$ cat src/rtl/snn_pkg.sv
// Shared constants and types for the SNN core image-loading path.
//   NUM_PIXELS     : pixels per image (multiple of BYTE_WIDTH)
//   BYTE_WIDTH     : bits per UART byte
//   ADDR_WIDTH     : input-pixel RAM address width
//   loader_state_t : uart_pixel_loader FSM states
package snn_pkg;
    localparam int NUM_PIXELS = 784;
    localparam int BYTE_WIDTH = 8;
    localparam int ADDR_WIDTH = 10;

    typedef enum logic [1:0] {
        IDLE  = 2'd0,
        WRITE = 2'd1,
        FULL  = 2'd2
    } loader_state_t;
endpackage

$ cat src/rtl/pixel_unpacker.sv
// Byte holding register that is unloaded one bit per shift, LSB first.
//   clk, rst : clock, asynchronous active-high reset
//   load     : capture data and restart the bit counter
//   data     : byte to capture
//   shift    : shift right by one; bit0 presents the next pixel
//   bit0     : current pixel (LSB of the holding register)
//   done     : high on the shift that consumes the last bit of the byte
module pixel_unpacker #(
    parameter int BYTE_WIDTH = 8
) (
    input  logic                  clk,
    input  logic                  rst,
    input  logic                  load,
    input  logic [BYTE_WIDTH-1:0] data,
    input  logic                  shift,
    output logic                  bit0,
    output logic                  done
);
    localparam int CW = $clog2(BYTE_WIDTH);

    logic [BYTE_WIDTH-1:0] sreg;
    logic [CW-1:0]         bit_cnt;

    always_ff @(posedge clk or posedge rst) begin
        if (rst) begin
            sreg    <= '0;
            bit_cnt <= '0;
        end else if (load) begin
            sreg    <= data;
            bit_cnt <= '0;
        end else if (shift) begin
            sreg    <= sreg >> 1;
            bit_cnt <= bit_cnt + 1'b1;
        end
    end

    assign bit0 = sreg[0];
    assign done = shift && (bit_cnt == CW'(BYTE_WIDTH - 1));
endmodule

$ cat src/rtl/uart_pixel_loader.sv
// Unpacks UART bytes into 1-bit pixels and writes them to the input-pixel RAM.
// After NUM_PIXELS pixels it raises img_rdy and ignores bytes until core_done.
//   clk, rst   : clock, asynchronous active-high reset
//   rx_rdy     : one-cycle pulse, rx_data valid
//   rx_data    : received byte (bit i of byte k -> pixel BYTE_WIDTH*k+i)
//   ram_we     : RAM write enable, ram_addr/ram_data: write address/pixel
//   img_rdy    : full image resident in RAM (level)
//   core_done  : one-cycle pulse from inference core, honoured only in FULL
//   busy       : loader not in IDLE
//   overrun    : sticky dropped-byte flag; only built when the macro
//                PIXEL_LOADER_OVERRUN_EN is defined, otherwise tied to 0
module uart_pixel_loader
    import snn_pkg::*;
#(
    parameter int NUM_PIXELS = snn_pkg::NUM_PIXELS,
    parameter int ADDR_WIDTH = snn_pkg::ADDR_WIDTH,
    parameter int BYTE_WIDTH = snn_pkg::BYTE_WIDTH
) (
    input  logic                  clk,
    input  logic                  rst,
    input  logic                  rx_rdy,
    input  logic [BYTE_WIDTH-1:0] rx_data,
    output logic                  ram_we,
    output logic [ADDR_WIDTH-1:0] ram_addr,
    output logic                  ram_data,
    output logic                  img_rdy,
    input  logic                  core_done,
    output logic                  busy,
    output logic                  overrun
);
    loader_state_t         state, state_nx;
    logic [ADDR_WIDTH-1:0] pixel_cnt;
    logic                  load, shift, byte_done;
    logic                  we_q, busy_q, img_rdy_q;

    pixel_unpacker #(.BYTE_WIDTH(BYTE_WIDTH)) u_unpack (
        .clk   (clk),
        .rst   (rst),
        .load  (load),
        .data  (rx_data),
        .shift (shift),
        .bit0  (ram_data),
        .done  (byte_done)
    );

    always_ff @(posedge clk or posedge rst) begin
        if (rst) state <= IDLE;
        else     state <= state_nx;
    end

    always_comb begin
        state_nx = state;
        load     = 1'b0;
        shift    = 1'b0;
        case (state)
            IDLE: begin
                if (rx_rdy) begin
                    load     = 1'b1;
                    state_nx = WRITE;
                end
            end
            WRITE: begin
                shift = 1'b1;
                // pixel_cnt still holds the address being written this cycle
                if (byte_done)
                    state_nx = (pixel_cnt == ADDR_WIDTH'(NUM_PIXELS - 1)) ? FULL : IDLE;
            end
            FULL: begin
                if (core_done) state_nx = IDLE;
            end
            default: state_nx = IDLE;
        endcase
    end

    always_ff @(posedge clk or posedge rst) begin
        if (rst)                           pixel_cnt <= '0;
        else if (state == WRITE)           pixel_cnt <= pixel_cnt + 1'b1;
        else if (state == FULL && core_done) pixel_cnt <= '0;
    end

    // Status flags are flopped from the next state so they line up with the
    // state register while still coming straight out of flip-flops.
    always_ff @(posedge clk or posedge rst) begin
        if (rst) begin
            we_q      <= 1'b0;
            busy_q    <= 1'b0;
            img_rdy_q <= 1'b0;
        end else begin
            we_q      <= (state_nx == WRITE);
            busy_q    <= (state_nx != IDLE);
            img_rdy_q <= (state_nx == FULL);
        end
    end

    assign ram_we   = we_q;
    assign ram_addr = pixel_cnt;
    assign busy     = busy_q;
    assign img_rdy  = img_rdy_q;

`ifdef PIXEL_LOADER_OVERRUN_EN
    logic overrun_q;
    always_ff @(posedge clk or posedge rst) begin
        if (rst)                            overrun_q <= 1'b0;
        else if (rx_rdy && state != IDLE)   overrun_q <= 1'b1;
    end
    assign overrun = overrun_q;
`else
    assign overrun = 1'b0;
`endif
endmodule

$ cat config.mk
export PLATFORM = sky130hd
export DESIGN_NAME = uart_pixel_loader
export DESIGN_NICKNAME = d
export VERILOG_FILES = /design/src/rtl/snn_pkg.sv /design/src/rtl/pixel_unpacker.sv /design/src/rtl/uart_pixel_loader.sv
export SDC_FILE = /design/constraint.sdc
export NUM_CORES = 1
export LEC_CHECK = 0
export CAP_MARGIN = 20
export CORE_MARGIN = 2
export CORE_UTILIZATION = 45
export CTS_CLUSTER_DIAMETER = 150
export DETAILED_ROUTE_END_ITERATION = 10
export HOLD_SLACK_MARGIN = 0.06
export PLACE_DENSITY = 0.75
export SLEW_MARGIN = 20
export SYNTH_ARGS = -nofsm -noshare
export SYNTH_HDL_FRONTEND = slang
export SYNTH_HIERARCHICAL = 1
export SYNTH_SLANG_ARGS = --single-unit
$ cat constraint.sdc
create_clock -name clk -period 1.6 [get_ports clk]
set_clock_uncertainty 0.05 [all_clocks]
set_input_delay 0.32 -clock clk [delete_from_list [all_inputs] [get_ports clk]]
set_output_delay 0.32 -clock clk [all_outputs]
set_load 0.005 [all_outputs]
==> metrics.cfg, run 1 <==
[floorplan]
ioPinCount=27
initial_utilization_pct=47.00
coreArea_mm2=0.002734
die_w_um=57.44
die_h_um=57.44
rows=19
fp.dieArea_mm2=0.003299

[finish]
layout.nets=177
area_growth_syn_to_layout_pct=37.29
final_common_cell=dfrtp_1
insertedDiodeCount=0
most-common-layout-cells=dfrtp_1, buf_4, nand2_1, clkdlybuf4s50_1, mux2i_1
nFillCells=208
final_layout_size_suffix_gt1_share_pct=24.84

[routing]
wl_per_cell_um=15.20
drc=0
drt_iter0_drc=85
via_count=1080
ant_nets=0
wirelength_um=2918
firstDrtPassIters=4
via_per_inst=5.625

[pwr]
p_leak_uw=0.0008462
power_density_mw_per_mm2=1587
ir_drop_v=0.001102

[worst_setup_path]
r2r-start=ram_addr[0]
cp.arrival_ns=1.74
worstSetupStartpointType=flip-flop
reg2reg_depth=5
required_ns=1.77
r2r_slack_ns=0.03
crit_type=flip-flop to flip-flop
crit_start=ram_addr[0]
r2r-end=ram_addr[4]
crit_end=ram_addr[4]
endpoint_kind=flip-flop
critPathMaxFanout=6

[global_route]
antenna_found_initial=0
grt_max_degree=16
grt-ovfl-total=0
grt_first_pass_wirelength_um=4850
grt_usage_pct=19.01
grt_pass1_vias=1052

[sta]
hold_ws_ns=0.2432
setup_violations=0
fin_crit_sh_pct=98.15
period_needed_ns=1.570
rsz0062_at_grt=true
hold_viol=0
slew_violations=0
setup_ws_ns=0.02953
fmax_mhz=636.8
tns_ns=0

[synthesis]
ys.flop_type=dfrtp_1
synth.distinct_cells=33
yosysWarnings=6
syn_avg_cell_area_um2=10.98
async_reset_ff_share_pct=100.0
synth_area_mm2=0.001285
ys_ff_latch=26
synth_seq_area_share_pct=50.63
synth_enable_flop_cells=0
syn-num-nets=132
synthCells=117

[place]
dp_hpwl_um=1993
numPortBuffers=25
place_ws_ns=-0.01786
routabilityCongestion=0.7794

[clock_network]
clk_pin_slew_ns=0.15
cts_tree=done
cts.sinks=26
numCtsBuffers=3
cts_buffer_depth=2
root_buffer=clkbuf_4
clk_latency_ns=0.33
cts_max_level=1
cts-hold-fix-buffers=0

[status]
status=complete, no violations

[hold_path]
hold_class=input port to async pin

[job]
maxCapViolations=0

==> metal layers <==
metal | global-route usage, % | share of wire, %
met2 | 31.82 | 51
met5 | 0 | 0
met1 | 24.16 | 42
met3 | 2.494 | 4.4
met4 | 9.302 | 2.7
==> cells in the mapped netlist (2+ instances only) <==
cell      instances  share of area [%]
dfrtp_1          26                 51
nand2_1          13                3.8
mux2i_1           9                7.0
nand3_1           6                2.3
o21ai_1           5                1.9
inv_1             4                1.2
nor2_1            4                1.2
nor3b_1           4                2.3
o21ai_0           4                1.6
a21oi_1           3                1.2
buf_6             3                2.6
ha_1              3                2.9
o211ai_1          3                1.8
o311ai_0          3                2.0
o41ai_1           3                2.0
a31o_2            2                1.4
buf_2             2               0.78
mux2_2            2                1.8
nand2b_1          2               0.97
nand4_1           2               0.97
o31ai_1           2                1.2
==> stage by stage <==
stage	utilization, %	power, µW	instances	area [µm²]
CTS	63.11	2777	191	1725
global route	64.53	3010	192	1764
finish	64.53	2800	192	1764
detailed placement	59.50	2355	179	1627
global placement	59.50	2292	179	1627
floorplan	-	1805	117	1294
==> registers in the layout (all words and copies together) (netlist names) <==
register          count
img_rdy               1
u_unpack/sreg         8
ram_addr             10
busy                  1
state                 2
u_unpack/bit_cnt      3
ram_we                1
==> area by class of cell <==
| type | count | area [µm²] | share of cell area [%] |
|---|---|---|---|
| Clock buffer | 4 | 36.28 | 2.057 |
| Inverter | 4 | 17.52 | 0.9929 |
| Multi-Input combinational cell | 81 | 595.6 | 33.76 |
| Sequential cell | 26 | 653.1 | 37.02 |
| Tap cell | 31 | 38.79 | 2.199 |
| Timing Repair Buffer | 46 | 422.9 | 23.97 |
==> power by group <==
| group | leakage (µW) | internal, µW | switching [µW] | total, µW |
|---|---|---|---|---|
| Clock | 0.0000210 | 139 | 200 | 340 |
| Sequential | 0.000309 | 904 | 157 | 1060 |
| Combinational | 0.000517 | 733 | 667 | 1400 |
| Total | 0.000846 | 1780 | 1020 | 2800 |
==> critical path: stages (launching register included) <==
cell and delay (ns):
dfrtp_1 0.40, buf_4 0.12, ha_1 0.23, nand3_4 0.13, mux2_2 0.28, mux2_2 0.26
==> how the worst min path moves through the flow <==
stage	startpoint	to	cells after the start
3_3_place_gp	u_unpack/bit_cnt[1]	u_unpack/bit_cnt[1]	2
3_5_place_dp	u_unpack/bit_cnt[2]	u_unpack/bit_cnt[2]	2
5_1_grt	rst	ram_addr[9]	3
6_report	rst	u_unpack/bit_cnt[1]	2
4_1_cts	rst	ram_addr[8]	3
2_1_floorplan	rst	u_unpack/bit_cnt[0]	1
==> what timing repair did <==
| item | CTS | global route |
|---|---|---|
| setup endpoints to repair | 10 | 13 |
| pin swaps | 0 | 1 |
| resized for setup | 7 | 12 |
| buffers inserted | 8 | 1 |
| gates cloned | 0 | 0 |
==> kinds of logic after synthesis <==
logic type / after synthesis / share of synthesized area, %
AOI/OAI and AO/OA: 27 / 14.31
other: 1 / 0.2918
and+or+nand+nor: 38 / 17.23
DFF: 26 / 50.63
muxes: 11 / 8.764
adders and majority gates: 3 / 2.921
xor gates and xnor gates: 1 / 0.6817
buffers and inverters: 10 / 5.160
Power figures use the tool's default switching activity.
==> run 2: changes to the inputs <==
Settings changed: CORE_UTILIZATION 45 to 55, DONT_BUFFER_PORTS set to 1, PLACE_DENSITY 0.75 to 0.73.
==> metrics.cfg, run 2 (synthesized netlist as in run 1, its figures left out) <==
[routing]
via_count=935  ; -13%
firstDrtPassIters=5  ; +1
drt_iter0_drc=13  ; -85%
wirelength_um=2466  ; -15%
via_per_inst=5.844  ; +3.9%
wl_per_cell_um=15.41  ; +1.4%
drc=0  ; unchanged
ant_nets=0  ; unchanged

[sta]
tns_ns=0  ; unchanged
tightest_slew_ns=0.5808
rsz0062_at_grt=false
period_needed_ns=1.527  ; -0.04353 ns
fin_crit_sh_pct=95.43  ; -2.7 points
worst_slew_margin_rel_pct=61.24
hold_viol=0  ; unchanged
slew_violations=0  ; unchanged
setup_violations=0  ; unchanged
fmax_mhz=654.9  ; +2.9%

[finish]
area_growth_syn_to_layout_pct=16.07
most-common-layout-cells=dfrtp_1, nand2_1, mux2i_1
ff_latch_area_um2=650.6  ; -0.38%
final_common_cell=dfrtp_1
largest_reg_flops=10  ; unchanged
nFillCells=180  ; -13%
final_layout_size_suffix_gt1_share_pct=20.45  ; -4.4 points
stdcell_area_mm2=0.001491  ; -15%
layout.nets=148  ; -16%
insertedDiodeCount=0  ; unchanged
final_util_pct=67.42  ; +2.9 points
multiInputGateArea_um2=591.8  ; -0.63%
final_cell_count_no_fill=160  ; -17%

[clock_network]
cts.sinks=26  ; unchanged
numCtsBuffers=3  ; unchanged
root_buffer=clkbuf_4
clk_pin_slew_ns=0.14  ; about the same
clk_latency_ns=0.33  ; about the same
cts_buffer_depth=2  ; unchanged
cts_tree=done
cts_max_level=1  ; unchanged

[pwr]
power_frac_clock_pct=13.9  ; +1.8 points
combPwrFrac_pct=39.2  ; -11 points
swShare_pct=37.76  ; +1.2 points
intPower_uw=1516  ; -15%
p_leak_uw=0.0006647  ; -21%
netSwitchingPower_uw=919.7  ; -10%
pwr-share-seq_pct=46.9  ; +9.0 points
ir_drop_v=0.0009504  ; -14%
power_density_mw_per_mm2=1633  ; +2.9%
total_power_uw=2436  ; -13%

[worst_setup_path]
required_ns=1.83  ; +0.06 ns
cpPeakStageDelay_ns=0.41  ; about the same
crit_type=flip-flop to flip-flop
critPathMaxFanout=2  ; -4
critical-path-slowest-cell=dfrtp_1
cp_num_buf_inv=0  ; -1
worstSetupStartpointType=flip-flop
cp.arrival_ns=1.76  ; +0.02 ns
endpoint_kind=flip-flop
crit_family=flip-flops
path_cells=ha_2 > ha_1 > and2_4 > or2b_1 > a21oi_2 > a311o_1

[floorplan]
rows=17  ; -2
initial_utilization_pct=58.09  ; +11 points
coreArea_mm2=0.002212  ; -19%
die_h_um=52.34  ; -8.9%
die_w_um=52.34  ; -8.9%
ioPinCount=27  ; unchanged
fp.dieArea_mm2=0.002739  ; -17%

[place]
dp_hpwl_um=1773  ; -11%
numPortBuffers=0  ; -100%
placed_area_mm2=0.001355  ; -17%
routabilityCongestion=0.7461  ; -4.3%
dpl.cell_count=147  ; -18%

[global_route]
grt_first_pass_wirelength_um=4077  ; -16%
grt_usage_pct=20.72  ; +1.7 points
grt-ovfl-total=0  ; unchanged
grt_max_degree=20  ; +4
antenna_found_initial=0  ; unchanged
grt_pass1_vias=941  ; -11%

[job]
maxCapViolations=0  ; unchanged

[status]
status=complete, no violations

[hold_path]
hold_class=input port to flip-flop

## run 2: cell types whose count changed in the layout (fill, tap and decap cells not counted), moves of 2 or more
| cell | previous run | this run |
|---|---|---|
| buf_4 | 21 | 8 |
| dlygate4sd2_1 | 4 | 0 |
| clkdlybuf4s50_1 | 13 | 0 |
| dlygate4sd3_1 | 0 | 8 |
| dfrtp_1 | 24 | 26 |
| o311ai_1 | 2 | 0 |
| dlymetal6s2s_1 | 8 | 0 |
| dfrtp_2 | 2 | 0 |
| o311ai_0 | 1 | 3 |
## run 2: final cells by class
| type | instances | area share (%) |
|---|---|---|
| Timing Repair Buffer | 17 | 10.74 |
| Clock buffer | 4 | 2.433 |
| Sequential cell | 26 | 43.62 |
| Multi-Input combinational cell | 81 | 39.68 |
| Inverter | 4 | 1.174 |
| Tap cell | 28 | 2.349 |
## run 2: what timing repair did
item	4_1_cts	5_1_grt
buffers inserted	1	0
endpoints found under the hold margin	33	0
pin swaps	1	3
setup endpoints to repair	1	2
resized for setup	1	3
hold buffers	8	0
## run 2: per-layer routing
metal / vias to the layer above / track usage (%) / part of all wire (%)
met5: - / 0 / 0
met4: 0 / 11.54 / 1.9
met3: 5 / 3.714 / 4.3
met2: 27 / 35.21 / 48
met1: 445 / 24.44 / 46
li1: 458 / - / -
## run 2: stage by stage
stage          setup WS [ns]  hold WS, ns
2_1_floorplan        0.01415       0.1224
3_3_place_gp         0.04434       0.1584
3_5_place_dp        -0.01799       0.1612
4_1_cts              0.02167      0.06386
5_1_grt             0.004354      0.08202
6_report             0.07306      0.06827
## run 2: worst reg2reg max path, cell delays in order, from the launching register on
cell	delay [ns]
dfrtp_1	0.41
ha_2	0.19
ha_1	0.17
and2_4	0.13
or2b_1	0.24
a21oi_2	0.16
a311o_1	0.13
## run 2: worst paths after layout
| kind | to | depth (start not counted) | startpoint | slack, ns |
|---|---|---|---|---|
| max | busy | 6 | u_unpack/bit_cnt[1] | 0.07 |
| min | u_unpack/sreg[5] | 2 | rx_data[5] | 0.07 |
| max reg2reg | busy | 6 | u_unpack/bit_cnt[1] | 0.07 |
| min reg2reg | u_unpack/bit_cnt[2] | 2 | u_unpack/bit_cnt[2] | 0.50 |
| max in group asynchronous | ram_addr[4] | 2 | rst | 0.69 |
| min in group asynchronous | u_unpack/bit_cnt[0] | 2 | rst | 0.35 |
## run 2: power groups by stage
stage | logic, µW | clock network [µW] | registers (µW)
2_1_floorplan | 690 | 0 | 1120
3_3_place_gp | 862 | 0 | 1140
3_5_place_dp | 908 | 0 | 1150
4_1_cts | 955 | 352 | 1130
5_1_grt | 1080 | 365 | 1180
6_report | 955 | 339 | 1140
==> run 3: changes to the inputs <==
Settings changed: CELL_PAD_IN_SITES_DETAIL_PLACEMENT set to 1, CELL_PAD_IN_SITES_GLOBAL_PLACEMENT set to 1, CORE_UTILIZATION 55 to 43, PLACE_DENSITY 0.73 to unset, PLACE_DENSITY_LB_ADDON set to 0.1.
==> metrics.cfg, run 3 (synthesized netlist as in run 1, its figures left out) <==
[status]
status=finished with violations
violations=DRC

[routing]
ant_nets=0  ; unchanged
wl_per_cell_um=16.75  ; +8.6%
via_per_inst=5.867  ; +0.39%
wl_met2_um=1497  ; +26%
drt_iter0_drc=37  ; +24
wirelength_um=2763  ; +12%
via_count=968  ; +3.5%
route.met3.wl_um=90  ; -14%
firstDrtPassIters=7  ; +2
drc=2  ; +2
wirelength_met1_um=1157  ; +2.8%
top_layer=met4

[clock_network]
clk_pin_slew_ns=0.14  ; about the same
root_buffer=clkbuf_4
numCtsBuffers=3  ; unchanged
cts.sinks=26  ; unchanged
clk_latency_ns=0.32  ; about the same
cts_max_level=1  ; unchanged
cts_tree=done
cts_buffer_depth=2  ; unchanged

[sta]
worst_slew_margin_rel_pct=61.32  ; +0.087 points
fin_crit_sh_pct=96.48  ; +1.1 points
setup_violations=0  ; unchanged
slew_violations=0  ; unchanged
hold_viol=0  ; unchanged
tns_ns=0  ; unchanged
period_needed_ns=1.544  ; +0.01680 ns
rsz0062_at_grt=false
hold_ws_ns=0.07250  ; +0.004231 ns
fmax_mhz=647.8  ; -1.1%
tightest_slew_ns=0.5795  ; -0.001308 ns

[finish]
area_growth_syn_to_layout_pct=15.77
largest_reg_flops=10  ; unchanged
nFillCells=314  ; +74%
final_cell_count_no_fill=165  ; +3.1%
ff_latch_area_um2=650.6  ; unchanged
insertedDiodeCount=0  ; unchanged
final_layout_size_suffix_gt1_share_pct=26.12  ; +5.7 points
layout.nets=150  ; +1.4%
most-common-layout-cells=dfrtp_1, buf_4, nand2_1
final_util_pct=53.03  ; -14 points
final_common_cell=dfrtp_1
multiInputGateArea_um2=594.3  ; +0.42%

[pwr]
ir_drop_v=0.0007562  ; -20%
p_leak_uw=0.0006712  ; +0.97%
power_density_mw_per_mm2=1692  ; +3.6%

[worst_setup_path]
worstSetupStartpointType=flip-flop
cpPeakStageDelay_ns=0.42  ; about the same
r2r_slack_ns=0.06  ; -0.02 ns
required_ns=1.82  ; about the same
crit_type=flip-flop to flip-flop
reg2reg_depth=6  ; unchanged
critical-path-slowest-cell=dfrtp_1
r2r-start=u_unpack/bit_cnt[0]
cp.arrival_ns=1.76  ; about the same
path_cells=ha_2 > ha_2 > and2_4 > or2b_1 > a21oi_2 > buf_4
endpoint_kind=flip-flop
crit_end=state[0]
crit_path_frequent_cell=ha_2
crit_start=u_unpack/bit_cnt[0]
critPathMaxFanout=2  ; unchanged
r2r-end=state[0]

[floorplan]
coreArea_mm2=0.002805  ; +27%
ioPinCount=27  ; unchanged
initial_utilization_pct=45.81  ; -12 points
rows=19  ; +2
die_h_um=58.67  ; +12%
die_w_um=58.67  ; +12%
fp.dieArea_mm2=0.003442  ; +26%

[global_route]
antenna_found_initial=0  ; unchanged
grt_max_degree=20  ; unchanged
grt-ovfl-total=0  ; unchanged
grt_first_pass_wirelength_um=4836  ; +19%
grt_usage_pct=18.33  ; -2.4 points
grt_pass1_vias=1048  ; +11%

[place]
routabilityCongestion=0.8042  ; +7.8%
dpl.cell_count=155  ; +5.4%
numPortBuffers=0  ; unchanged
dp_hpwl_um=2065  ; +16%

[job]
maxCapViolations=0  ; unchanged

[hold_path]
hold_class=input port to flip-flop
holdPathStages=2  ; unchanged

-- run 3: routing by layer --
layer / up-vias / track usage [%]
li1: 460 / -
met1: 490 / 20.25
met2: 16 / 36.28
met3: 2 / 3.077
met4: 0 / 3.896
met5: - / 0
-- run 3: cell type report --
class	instances	area share [%]
flip-flops and latches	26	43.73
inverters	4	1.177
multi-input cells	81	39.95
clock buffers	4	2.439
well taps	31	2.607
repair buffers	19	10.09
-- run 3: per-stage QoR --
stage                     setup slack, ns  instance area, µm²  total power, µW
final                             0.05626                1488             2518
after global routing              0.01251                1488             2743
after global placement            0.03484                1384             2068
after CTS                        0.004943                1454             2503
after floorplan                   0.01415                1294             1805
after detailed placement         -0.02871                1384             2136
-- run 3: report_power, final --
group	internal, µW	switching, µW	total (µW)	leakage (µW)
logic	530	524	1050	0.000339
registers	901	232	1130	0.000311
clock network	139	192	331	0.0000210
-- run 3: critical path: cells and delay by family, from the launching register on --
family | cells | cell delay (ns)
buffers and inverters | 1 | 0.13
AO/OA/AOI/OAI | 1 | 0.17
flip-flops | 1 | 0.42
AND/OR/NAND/NOR | 2 | 0.38
adder cells (fa/ha/maj) | 2 | 0.35
-- run 3: worst min path at each step --
| stage | start | endpoint | slack [ns] |
|---|---|---|---|
| detailed placement | rst | u_unpack/bit_cnt[2] | 0.17 |
| global route | rx_data[2] | u_unpack/sreg[2] | 0.07 |
| CTS | rx_data[3] | u_unpack/sreg[3] | 0.06 |
| global placement | rst | u_unpack/bit_cnt[2] | 0.17 |
| finish | rx_data[3] | u_unpack/sreg[3] | 0.07 |
| floorplan | rst | u_unpack/bit_cnt[0] | 0.12 |
-- run 3: what timing repair did --
item | 4_1_cts | 5_1_grt
endpoints found under the hold margin | 27 | 1
hold buffers | 2 | 1
gates cloned | 0 | 0
pin swaps | 3 | 3
setup endpoints to repair | 1 | 4
gates resized for setup | 2 | 3
buffers inserted | 1 | 2
